File: src/rtl/imem_fetch_ctrl.sv
// imem_fetch_ctrl
//   Owns the program counter of the RV32I core and drives the combinational
//   instruction-memory read port. It fetches one word per cycle into a 2-entry
//   in-order buffer that feeds decode over a valid/ready handshake. Redirects
//   reload the PC and flush the buffer. Fetching stops after an EBREAK and
//   faults on a misaligned or out-of-range PC.
//
// Ports
//   clk, rst_n             clock, async active-low reset
//   start                  pulse: IDLE -> FETCH at the current PC
//   redirect, redirect_pc  load new PC, flush buffer (highest priority)
//   imem_addr / imem_instr memory read address (== PC) / returned word
//   out_valid/ready        decode handshake; out_instr/out_pc = head (0 if empty)
//   busy/halted/fault      state is FETCH / HALT / FAULT
//
// state    | meaning
// ---------+------------------------------------------------------------
// ST_IDLE  | reset state, waiting for start, no fetch
// ST_FETCH | one fetch per cycle while the buffer has room
// ST_HALT  | EBREAK pushed, fetch stopped, buffer keeps draining
// ST_FAULT | bad PC seen, fetch stopped, buffer keeps draining
module imem_fetch_ctrl #(
    parameter logic [31:0] RESET_PC  = 32'h0000_0000,
    parameter int          MEM_WORDS = 64
) (
    input  logic        clk,
    input  logic        rst_n,
    input  logic        start,
    input  logic        redirect,
    input  logic [31:0] redirect_pc,
    output logic [31:0] imem_addr,
    input  logic [31:0] imem_instr,
    output logic        out_valid,
    input  logic        out_ready,
    output logic [31:0] out_instr,
    output logic [31:0] out_pc,
    output logic        busy,
    output logic        halted,
    output logic        fault
);

    localparam logic [31:0] PC_LIMIT = 32'(MEM_WORDS * 4);
    localparam logic [31:0] EBREAK   = 32'h0010_0073;

    typedef enum logic [1:0] {
        ST_IDLE,
        ST_FETCH,
        ST_HALT,
        ST_FAULT
    } state_t;

    state_t      state_q, state_d;
    logic [31:0] pc_q, pc_d;
    logic [31:0] fifo_pc    [2];
    logic [31:0] fifo_instr [2];
    logic        head_q;
    logic [1:0]  count_q, count_d;
    logic        push, pop, room, pc_bad, not_empty;
    logic        wr_idx;

    assign not_empty = (count_q != 2'd0);
    assign pc_bad    = (pc_q[1:0] != 2'b00) || (pc_q >= PC_LIMIT);
    assign out_valid = not_empty && !redirect;
    assign pop       = out_valid && out_ready;
    // A full buffer still has room when its head leaves this same cycle.
    assign room      = (count_q != 2'd2) || pop;
    // Tail slot; with count==2 this lands on the head slot being popped.
    assign wr_idx    = head_q ^ count_q[0];

    assign imem_addr = pc_q;
    assign out_instr = not_empty ? fifo_instr[head_q] : 32'h0;
    assign out_pc    = not_empty ? fifo_pc[head_q]    : 32'h0;
    assign busy      = (state_q == ST_FETCH);
    assign halted    = (state_q == ST_HALT);
    assign fault     = (state_q == ST_FAULT);

    always_comb begin
        state_d = state_q;
        pc_d    = pc_q;
        push    = 1'b0;
        if (redirect) begin
            state_d = ST_FETCH;
            pc_d    = redirect_pc;
        end else begin
            case (state_q)
                ST_IDLE: begin
                    if (start) state_d = ST_FETCH;
                end
                ST_FETCH: begin
                    if (pc_bad) begin
                        state_d = ST_FAULT;
                    end else if (room) begin
                        push = 1'b1;
                        pc_d = pc_q + 32'd4;
                        if (imem_instr == EBREAK) state_d = ST_HALT;
                    end
                end
                default: ;
            endcase
        end
    end

    always_comb begin
        count_d = count_q;
        if (redirect) begin
            count_d = 2'd0;
        end else begin
            case ({push, pop})
                2'b10:   count_d = count_q + 2'd1;
                2'b01:   count_d = count_q - 2'd1;
                default: count_d = count_q;
            endcase
        end
    end

    always_ff @(posedge clk or negedge rst_n) begin
        if (!rst_n) begin
            state_q       <= ST_IDLE;
            pc_q          <= RESET_PC;
            count_q       <= 2'd0;
            head_q        <= 1'b0;
            fifo_pc[0]    <= 32'h0;
            fifo_pc[1]    <= 32'h0;
            fifo_instr[0] <= 32'h0;
            fifo_instr[1] <= 32'h0;
        end else begin
            state_q <= state_d;
            pc_q    <= pc_d;
            count_q <= count_d;
            if (pop) head_q <= ~head_q;
            if (push) begin
                fifo_pc[wr_idx]    <= pc_q;
                fifo_instr[wr_idx] <= imem_instr;
            end
        end
    end

endmodule

File: config.mk
export PLATFORM = sky130hd
export DESIGN_NAME = imem_fetch_ctrl
export DESIGN_NICKNAME = d
export VERILOG_FILES = /design/src/rtl/imem_fetch_ctrl.sv
export SDC_FILE = /design/constraint.sdc
export NUM_CORES = 1
export LEC_CHECK = 0
export CAP_MARGIN = 40
export CORE_ASPECT_RATIO = 1.75
export CORE_MARGIN = 3
export CORE_UTILIZATION = 50
export DETAILED_ROUTE_END_ITERATION = 12
export MAX_ROUTING_LAYER = met4
export PLACE_DENSITY_LB_ADDON = 0.25
export REMOVE_ABC_BUFFERS = 1
export SETUP_SLACK_MARGIN = 0.5
export SKIP_LAST_GASP = 1
export SYNTH_ARGS = -nofsm -noshare
export SYNTH_HDL_FRONTEND = slang
export SYNTH_SLANG_ARGS = --single-unit
File: constraint.sdc
create_clock -name clk -period 2.83 [get_ports clk]
set_clock_uncertainty 0.1 [all_clocks]
set_input_delay 0.566 -clock clk [delete_from_list [all_inputs] [get_ports clk]]
set_output_delay 0.566 -clock clk [all_outputs]
set_load 0.01 [all_outputs]
# Yosys cells after proc, flatten, opt, wreduce, memory -nomap -nowiden
# Index checks and enable logic that the tools add are counted.
# op_classes
n_div	0
mux	28
bitwise_logic	4
n_shift	0
n_eq_ne	11
multipliers	0
addsub	3
n_reduce_logical	15
order_cmp	4
# op_table
cell	count
32-bit 2-to-1 mux	13
64-bit bitwise mux	2
32-bit by 3-bit adder with 32-bit output, second input constant	1
32-bit demux with 1-bit select	1
32-bit by 21-bit == test with 1-bit output, second input constant	1
32-bit by 9-bit >= comparator with 1-bit output, second input constant	1
2-bit 2-to-1 mux	6
4-bit by 2-bit inequality test with 1-bit output, second input constant	2
2-bit one-hot mux with 2 select lines	2
2-bit nonzero test	4
2-bit == test, second input constant	3
3-bit nonzero test	2
2-bit by 1-bit == test with 1-bit output, second input constant	2
2-bit >= comparator, second input constant	2
1-bit 2-to-1 mux	4
2-bit inequality test, second input constant	2
1-bit inverter with 2-bit output	2
4-bit AND reduction	1
1-bit logical AND	3
3-bit inequality test, second input constant	1
3-bit AND reduction	1
2-bit by 1-bit adder with 2-bit output, second input constant	1
2-bit zero test	1
1-bit logical OR	2
other kinds (5)	5
# totals
ramBits	0
out_inout_bits	100
mem_bits_ro	0
latchBits	0
wordCells	73
mem_count	0
register_bits	165

# Longest topological paths before layout
# Gate-level depths: netlist of the first run.
# logic_depth
depth_word	11
mapped_depth	9

# Least setup slack after synthesis of the first run
# No wires, ideal clock.
# synth_timing
path_type	reg-to-reg
from	register pc_q[21], in the netlist imem_addr[21]
to	register fifo_pc[2] in the netlist's numbering
t_arrival_ns	2.156
slack_ns	0.447
path_stages_with_launch	8
path_cell_list	dfrtp_1 nor4_2 nand4_2 nor4_4 nor3b_2 buf_4 buf_6 mux2_1
# synth_between
elab_chain_cells	5
# synth_rtl
element	line	source
from (decl)	53	logic [31:0] pc_q, pc_d;
from (signal assigned)	128	pc_q <= pc_d;
32-bit by 9-bit >= comparator with 1-bit output	62	assign pc_bad = (pc_q[1:0] != 2'b00) || (pc_q >= PC_LIMIT);
1-bit logical OR	62	
1-bit 2-to-1 mux	90	if (pc_bad) begin
1-bit 2-to-1 mux	85	case (state_q)
1-bit 2-to-1 mux	81	if (redirect) begin
to (signal, indexed assignment)	132	fifo_pc[wr_idx] <= pc_q;
to (decl)	54	logic [31:0] fifo_pc [2];
# Every way passes these cells.
# A chain may end at the register's enable or synchronous reset.

# Worst setup path in the final report of the first run
# layout_timing
from	register head_q
to	output out_instr[10]
# layout_between
elab_chain_cells	5
# layout_rtl
element	line	source
from (decl)	56	logic head_q;
from (signal assigned)	130	if (pop) head_q <= ~head_q;
1-bit inverter with 2-bit output (not written as such)	71	assign out_instr = not_empty ? fifo_instr[head_q] : 32'h0;
32-bit 2-to-1 mux (not written as such) (3 in series)	71	
32-bit 2-to-1 mux	71	
to (decl)	35	output logic [31:0] out_instr,
# Every way passes these cells. The select of a mux whose other input is x is not followed.

==> impl_metrics.csv, run 1 <==
group,metric,value,unit
run,cap_violations,0,
die,fp.coreArea,14000,um^2
power,leakage,5.07,nW
layout,diodes,0,
die,row_count,57,
global_routing,grt_pass1_vias,6061,
synthesis,avgSynthCellArea,12.7,um^2
sta,finalSetupViolCount,0,
layout,final_util,77.9,%
route,antenna_left,0,
power,cell_internal_pwr,4.10,mW
power,netSwitchingPower,1.30,mW
sta,finalCriticalPeriod,2.56,ns
sta,period_share,90.3,%
synthesis,ys_dominant_reg_cell,"dfrtp_1",
placed_design,place.gp.congestion,0.798,
synthesis,synth.area.top_cells,"dfrtp_1, mux2_2, mux2i_1, mux2_1, nor2_1",
cts,cts_tree,"built",
route,wirelength,22500,um
critical_path,arrival,1.89,ns
layout,nNetsFinal,883,
synthesis,ys_seq_area_share,56.8,%
cts,cts_buffers,17,
synthesis,yosysMostFrequentCell,"dfrtp_1",
sta,grt_setup_unrepaired,"yes",
die,ios,169,
global_routing,grt_pass1_wl,32000,um
global_routing,grt_overflow,0,
critical_path,slowest_stage,"dfrtp_4",
critical_path,crit_required,2.16,ns
die,die-area,16100,um^2
layout,finalInstanceArea,10900,um^2
layout,drive_gt1_share,39.5,%
critical_path,crit_type,"flip-flop to output port",
power,pwr_density_cell,494,nW/um^2
power,clkPwrFrac,43.3,%
power,switching_share,24.1,%
layout,area_growth,50.8,%
synthesis,yosysTopAreaCellShare,56.8,%
critical_path,worstSetupStartpointType,"flip-flop",
cts,htree_levels,4,
synthesis,yosysUniqueCellTypes,41,
synthesis,synthCells,571,
cts,cts-root-buf,"clkbuf_16",
sta,layout_setup_ws,0.273,ns
sta,setup-tns-final,0,ns
synthesis,yosysTopAreaCell,"dfrtp_1",
critical_path,critical_path.top_delay_family,"buffers and inverters",
cts,cts_buffer_depth,2,
run_status,status,"completed",
placed_design,hpwlAfterDp,12100,um
placed_design,dp_slack,0.0296,ns
cts,cts.sinks,165,
sta,fmax,391,MHz
critical_path,cp_num_buf_inv,5,
layout,nFillCells,785,
route,vias,5592,
global_routing,grt_antenna_before_repair,0,
die,start_util,51.7,%
route,detail_route.wl_per_cell,22.4,um
cts,clk_pin_slew,0.07,ns
global_routing,grt_max_degree,67,
synthesis,ys.warnings.count,0,
route,drtIter0Drc,313,
global_routing,grt_usage,26.4,%
power,combPwrFrac,10.6,%
critical_path,crit_chain,"buf_12 -> buf_12 -> buf_12 -> buf_6 -> mux2i_2 -> nor2_1 -> buf_2",
route,post_drt_via_cell_ratio,5.58,
cts,worstSkewPairLatency,0.43,ns
critical_path,max_stage_delay,0.49,ns
sta,final-max-slew-violation-count,0,
synthesis,ys_seq_elements,165,
synthesis,yosys-top-cells-count,"dfrtp_1, nor2_1, mux2_2",
cts,cts.hold.buffers_added,0,
sta,tightestPinTransition,0.635,ns
critical_path,crit_top_cell,"buf_12",
synthesis,ys_async_sr_fraction,100,%
die,fp.dieW,97.1,um
die,die_h,165,um
power,peakVddDrop,0.446,mV
synthesis,synth_edf_count,0,
worst_hold_path,hold_path.class,"primary input to asynchronous set/reset pin",
placed_design,post_dp_cell_area,9270,um^2
sta,hold_violations,0,
synthesis,syn_area,7260,um^2
sta,relSlewSlack,57.7,%
critical_path,end_kind,"output port",
power,pwr-share-seq,46.2,%
placed_design,io_buffer_count,168,
route,drt_pass1_iterations,4,
route,drcViolationCount,0,
critical_path,crit_fanout,4,
==> power groups by stage <==
| stage | registers (mW) | logic [mW] | clock network [mW] |
|---|---|---|---|
| after global placement | 2.53 | 0.430 | 0 |
| after detailed placement | 2.53 | 0.441 | 0 |
| after global routing | 2.50 | 0.608 | 2.46 |
| after floorplan | 2.54 | 0.112 | 0 |
| final | 2.49 | 0.572 | 2.34 |
| after CTS | 2.48 | 0.540 | 2.35 |
==> flip-flops by register name, indices dropped and copies added (netlist names) <==
register	count
count_q	2
fifo_pc	64
imem_addr	32
fifo_instr	64
state_q	2
head_q	1
==> repair_timing <==
item / CTS / global route
endpoints found under the setup margin: 110 / 160
gates cloned: 10 / 7
buffers inserted: 34 / 14
pin swaps: 13 / 14
resized for setup: 293 / 90
==> per-stage QoR <==
| stage | hold WS, ns | std cells | power, mW |
|---|---|---|---|
| global route | 0.0569 | 1002 | 5.57 |
| global placement | 0.367 | 905 | 2.96 |
| floorplan | 0.170 | 537 | 2.66 |
| finish | 0.0162 | 1002 | 5.41 |
| CTS | 0.0389 | 981 | 5.37 |
| detailed placement | 0.370 | 905 | 2.97 |
==> placed cells by master (no fill, tap or decap), types with 11 or more instances in the layout <==
master,n
buf_4,33
and2_1,27
buf_12,17
nor2b_1,30
clkdlybuf4s50_1,100
dfrtp_1,162
mux2_4,37
clkbuf_16,22
buf_16,11
nor2_1,69
mux2i_1,47
buf_2,61
buf_6,19
mux2i_2,11
mux2_2,65
==> layout make-up <==
type                       instances  area [um^2]  share of cell area (%)
sequential                       165         4140                    37.8
multi-input combinational        368         3340                    30.5
timing repair buffer             256         2650                    24.2
clock buffer                      20          447                    4.08
tap                              177          221                    2.02
clock inverter                    12          145                    1.33
inverter                           4         15.0                   0.137
==> worst paths after layout <==
check                      cells past startpoint             end  slack (ns)     startpoint
setup / recovery                               7   out_instr[10]        0.27         head_q
hold / removal                                 1   imem_addr[13]        0.02          rst_n
setup reg to reg                              10   fifo_instr[6]        0.34  imem_addr[27]
hold reg to reg                                1     fifo_pc[42]        0.39    fifo_pc[42]
max in group asynchronous                      2  fifo_instr[41]        1.84          rst_n
min in group clk                               1     fifo_pc[42]        0.39    fifo_pc[42]
==> cells by family (layout without fill, tap and decap cells) <==
group	count (synthesis)	after routing	share of synthesized area [%]
flip-flops	165	165	56.8
multiplexers	167	167	24.8
XOR/XNOR	7	7	0.844
AO/OA/AOI/OAI	20	20	1.74
adder cells (fa/ha/maj)	2	2	0.344
buffers and inverters	38	292	2.52
AND/OR/NAND/NOR	172	172	12.9
==> routing by layer <==
| metal | track usage [%] | wire, um |
|---|---|---|
| met1 | 27.6 | 8010 |
| met2 | 48.3 | 12600 |
| met3 | 6.09 | 1120 |
| met4 | 9.78 | 783 |
| met5 | - | 0 |
Note: power is estimated with default switching activity, not from simulation.
==> inputs of run 2 (changes only) <==
--- a/config.mk
+++ b/config.mk
@@ -10,10 +10,12 @@
 export CORE_MARGIN = 3
 export CORE_UTILIZATION = 50
 export DETAILED_ROUTE_END_ITERATION = 12
+export GPL_ROUTABILITY_DRIVEN = 0
 export MAX_ROUTING_LAYER = met4
 export PLACE_DENSITY_LB_ADDON = 0.25
 export REMOVE_ABC_BUFFERS = 1
 export SETUP_SLACK_MARGIN = 0.5
+export SKIP_CTS_REPAIR_TIMING = 1
 export SKIP_LAST_GASP = 1
 export SYNTH_ARGS = -nofsm -noshare
 export SYNTH_HDL_FRONTEND = slang
==> constraint.sdc (replaced) <==
create_clock -name clk -period 2.89 [get_ports clk]
set_clock_uncertainty 0.1 [all_clocks]
set_input_delay 0.578 -clock clk [delete_from_list [all_inputs] [get_ports clk]]
set_output_delay 0.578 -clock clk [all_outputs]
set_load 0.01 [all_outputs]
==> run 2 against run 1 <==
Against the previous run:
- utilization fell by 3.6 points
- cell count fell by 4.2%
- via count fell by 7.7%
- setup slack improved by 0.11 ns
- die area did not move
- final area fell by 4.7%
- sequential power fell by 2%
- power fell by 5.7%
- register-to-register slack improved by 0.05 ns
==> impl_metrics.csv, run 2 (same netlist as run 1, synthesis figures left out) <==
group,metric,value,unit
power,leakage,5.58,nW
route,maxUsedRoutingLayer,"met4",
cts,cts_buffer_depth,2,
die,die_h,165,um
sta,finalCriticalPeriod,2.50,ns
sta,hold_violations,0,
critical_path,reg2reg_setup_slack,0.39,ns
cts,cts-root-buf,"clkbuf_16",
route,route.met3.wl,860,um
sta,grt_setup_unrepaired,"yes",
critical_path,crit_required,3.09,ns
global_routing,grt_max_degree,67,
critical_path,crit_type,"flip-flop to flip-flop",
layout,regArea,4140,um^2
sta,finalSetupViolCount,0,
cts,worstSkewPairLatency,0.42,ns
layout,multi_input_area,3180,um^2
die,die-area,16100,um^2
layout,final_cell_mix,"dfrtp_1, clkdlybuf4s50_1, nor2_1, mux2_2, dlymetal6s2s_1",
route,drtIter0Drc,142,
critical_path,crit_fanout,7,
critical_path,arrival,2.70,ns
sta,fmax,399,MHz
sta,layout_setup_ws,0.386,ns
sta,setup-tns-final,0,ns
layout,final_common_cell,"dfrtp_1",
cts,cts_tree,"built",
global_routing,grt_antenna_before_repair,0,
route,detail_route.wl_per_cell,19.0,um
layout,stdcell_count,960,
cts,cts.sinks,165,
layout,nFillCells,911,
die,ios,169,
cts,cts_buffers,17,
critical_path,crit_path_start,"imem_addr[1]",
run,cap_violations,0,
placed_design,place_inst,902,
power,p_total,5.09,mW
layout,diodes,0,
route,dr_wl_met2,9860,um
route,post_drt_via_cell_ratio,5.38,
critical_path,worstSetupStartpointType,"flip-flop",
sta,hold_ws,0.0181,ns
layout,area_growth,43.7,%
critical_path,rr_worst_depth,7,
placed_design,io_buffer_count,168,
route,met1_length,7230,um
die,fp.coreArea,14000,um^2
global_routing,grt_usage,21.8,%
sta,final-max-slew-violation-count,0,
global_routing,grt_overflow,0,
route,vias,5164,
global_routing,grt_pass1_wl,26900,um
placed_design,hpwlAfterDp,11800,um
sta,tightestPinTransition,0.613,ns
die,fp.dieW,97.1,um
critical_path,timing.rr.start,"imem_addr[1]",
worst_hold_path,hold_path.class,"primary input to asynchronous set/reset pin",
route,antenna_left,0,
cts,clk_pin_slew,0.07,ns
power,pwr_density_cell,488,nW/um^2
layout,nNetsFinal,841,
critical_path,r2r_end,"fifo_instr[19]",
die,start_util,51.7,%
layout,drive_gt1_share,26.7,%
power,peakVddDrop,0.448,mV
route,drt_pass1_iterations,5,
sta,relSlewSlack,58.6,%
die,row_count,57,
sta,period_share,86.6,%
run_status,status,"completed",
global_routing,grt_pass1_vias,5387,
route,drcViolationCount,0,
placed_design,dp_slack,0.00986,ns
route,wirelength,18300,um
cts,htree_levels,4,
critical_path,end_kind,"flip-flop",
-- run 2: changes by cell type in the layout (fill, tap and decap cells not counted), moves of 6 or more --
| cell | delta |
|---|---|
| dlymetal6s2s_1 | +54 |
| mux2i_1 | +6 |
| buf_2 | -57 |
| mux2_4 | -15 |
| buf_4 | -8 |
| buf_12 | -7 |
| mux2_1 | +13 |
| buf_16 | -11 |
| buf_6 | -12 |
-- run 2: routing by layer --
| metal | vias to the layer above | GRT usage (%) |
|---|---|---|
| li1 | 2374 | - |
| met1 | 2589 | 24.3 |
| met2 | 176 | 38.6 |
| met3 | 25 | 5.42 |
| met4 | 0 | 6.77 |
| met5 | - | - |
-- run 2: critical path: stages (launching register included) --
cell       delay, ns
dfrtp_1         0.42
nor4_4          0.39
nand3_2         0.16
nor4_4          0.26
nor3b_4         0.38
buf_6           0.19
clkbuf_16       0.17
mux2_4          0.31
-- run 2: report_power, final --
part	total [mW]	switching, mW	internal (mW)	leakage (nW)
Clock	2.19	0.954	1.24	0.274
Combinational	0.466	0.195	0.271	3.09
Sequential	2.44	0.0716	2.37	2.21
Total	5.09	1.22	3.87	5.58
-- run 2: worst max-delay path by stage --
| stage | end | slack [ns] | depth (start not counted) |
|---|---|---|---|
| floorplan | fifo_instr[14] | -2.65 | 3 |
| global placement | fifo_instr[15] | 0.06 | 7 |
| detailed placement | fifo_instr[12] | 0.01 | 7 |
| CTS | out_pc[23] | -0.03 | 4 |
| global route | fifo_instr[23] | 0.30 | 7 |
| finish | fifo_instr[19] | 0.39 | 7 |
-- run 2: final cells by class --
type	instances	area share, %
sequential	165	39.6
multi-input combinational	368	30.5
timing repair buffer	214	22.1
clock buffer	19	4.24
tap	177	2.12
clock inverter	13	1.28
inverter	4	0.144
-- run 2: per-stage QoR --
stage | area, um^2 | utilization (%)
CTS | 9840 | 70.0
finish | 10400 | 74.3
global placement | 9260 | 65.9
detailed placement | 9260 | 65.9
global route | 10400 | 74.3
floorplan | 7100 | -
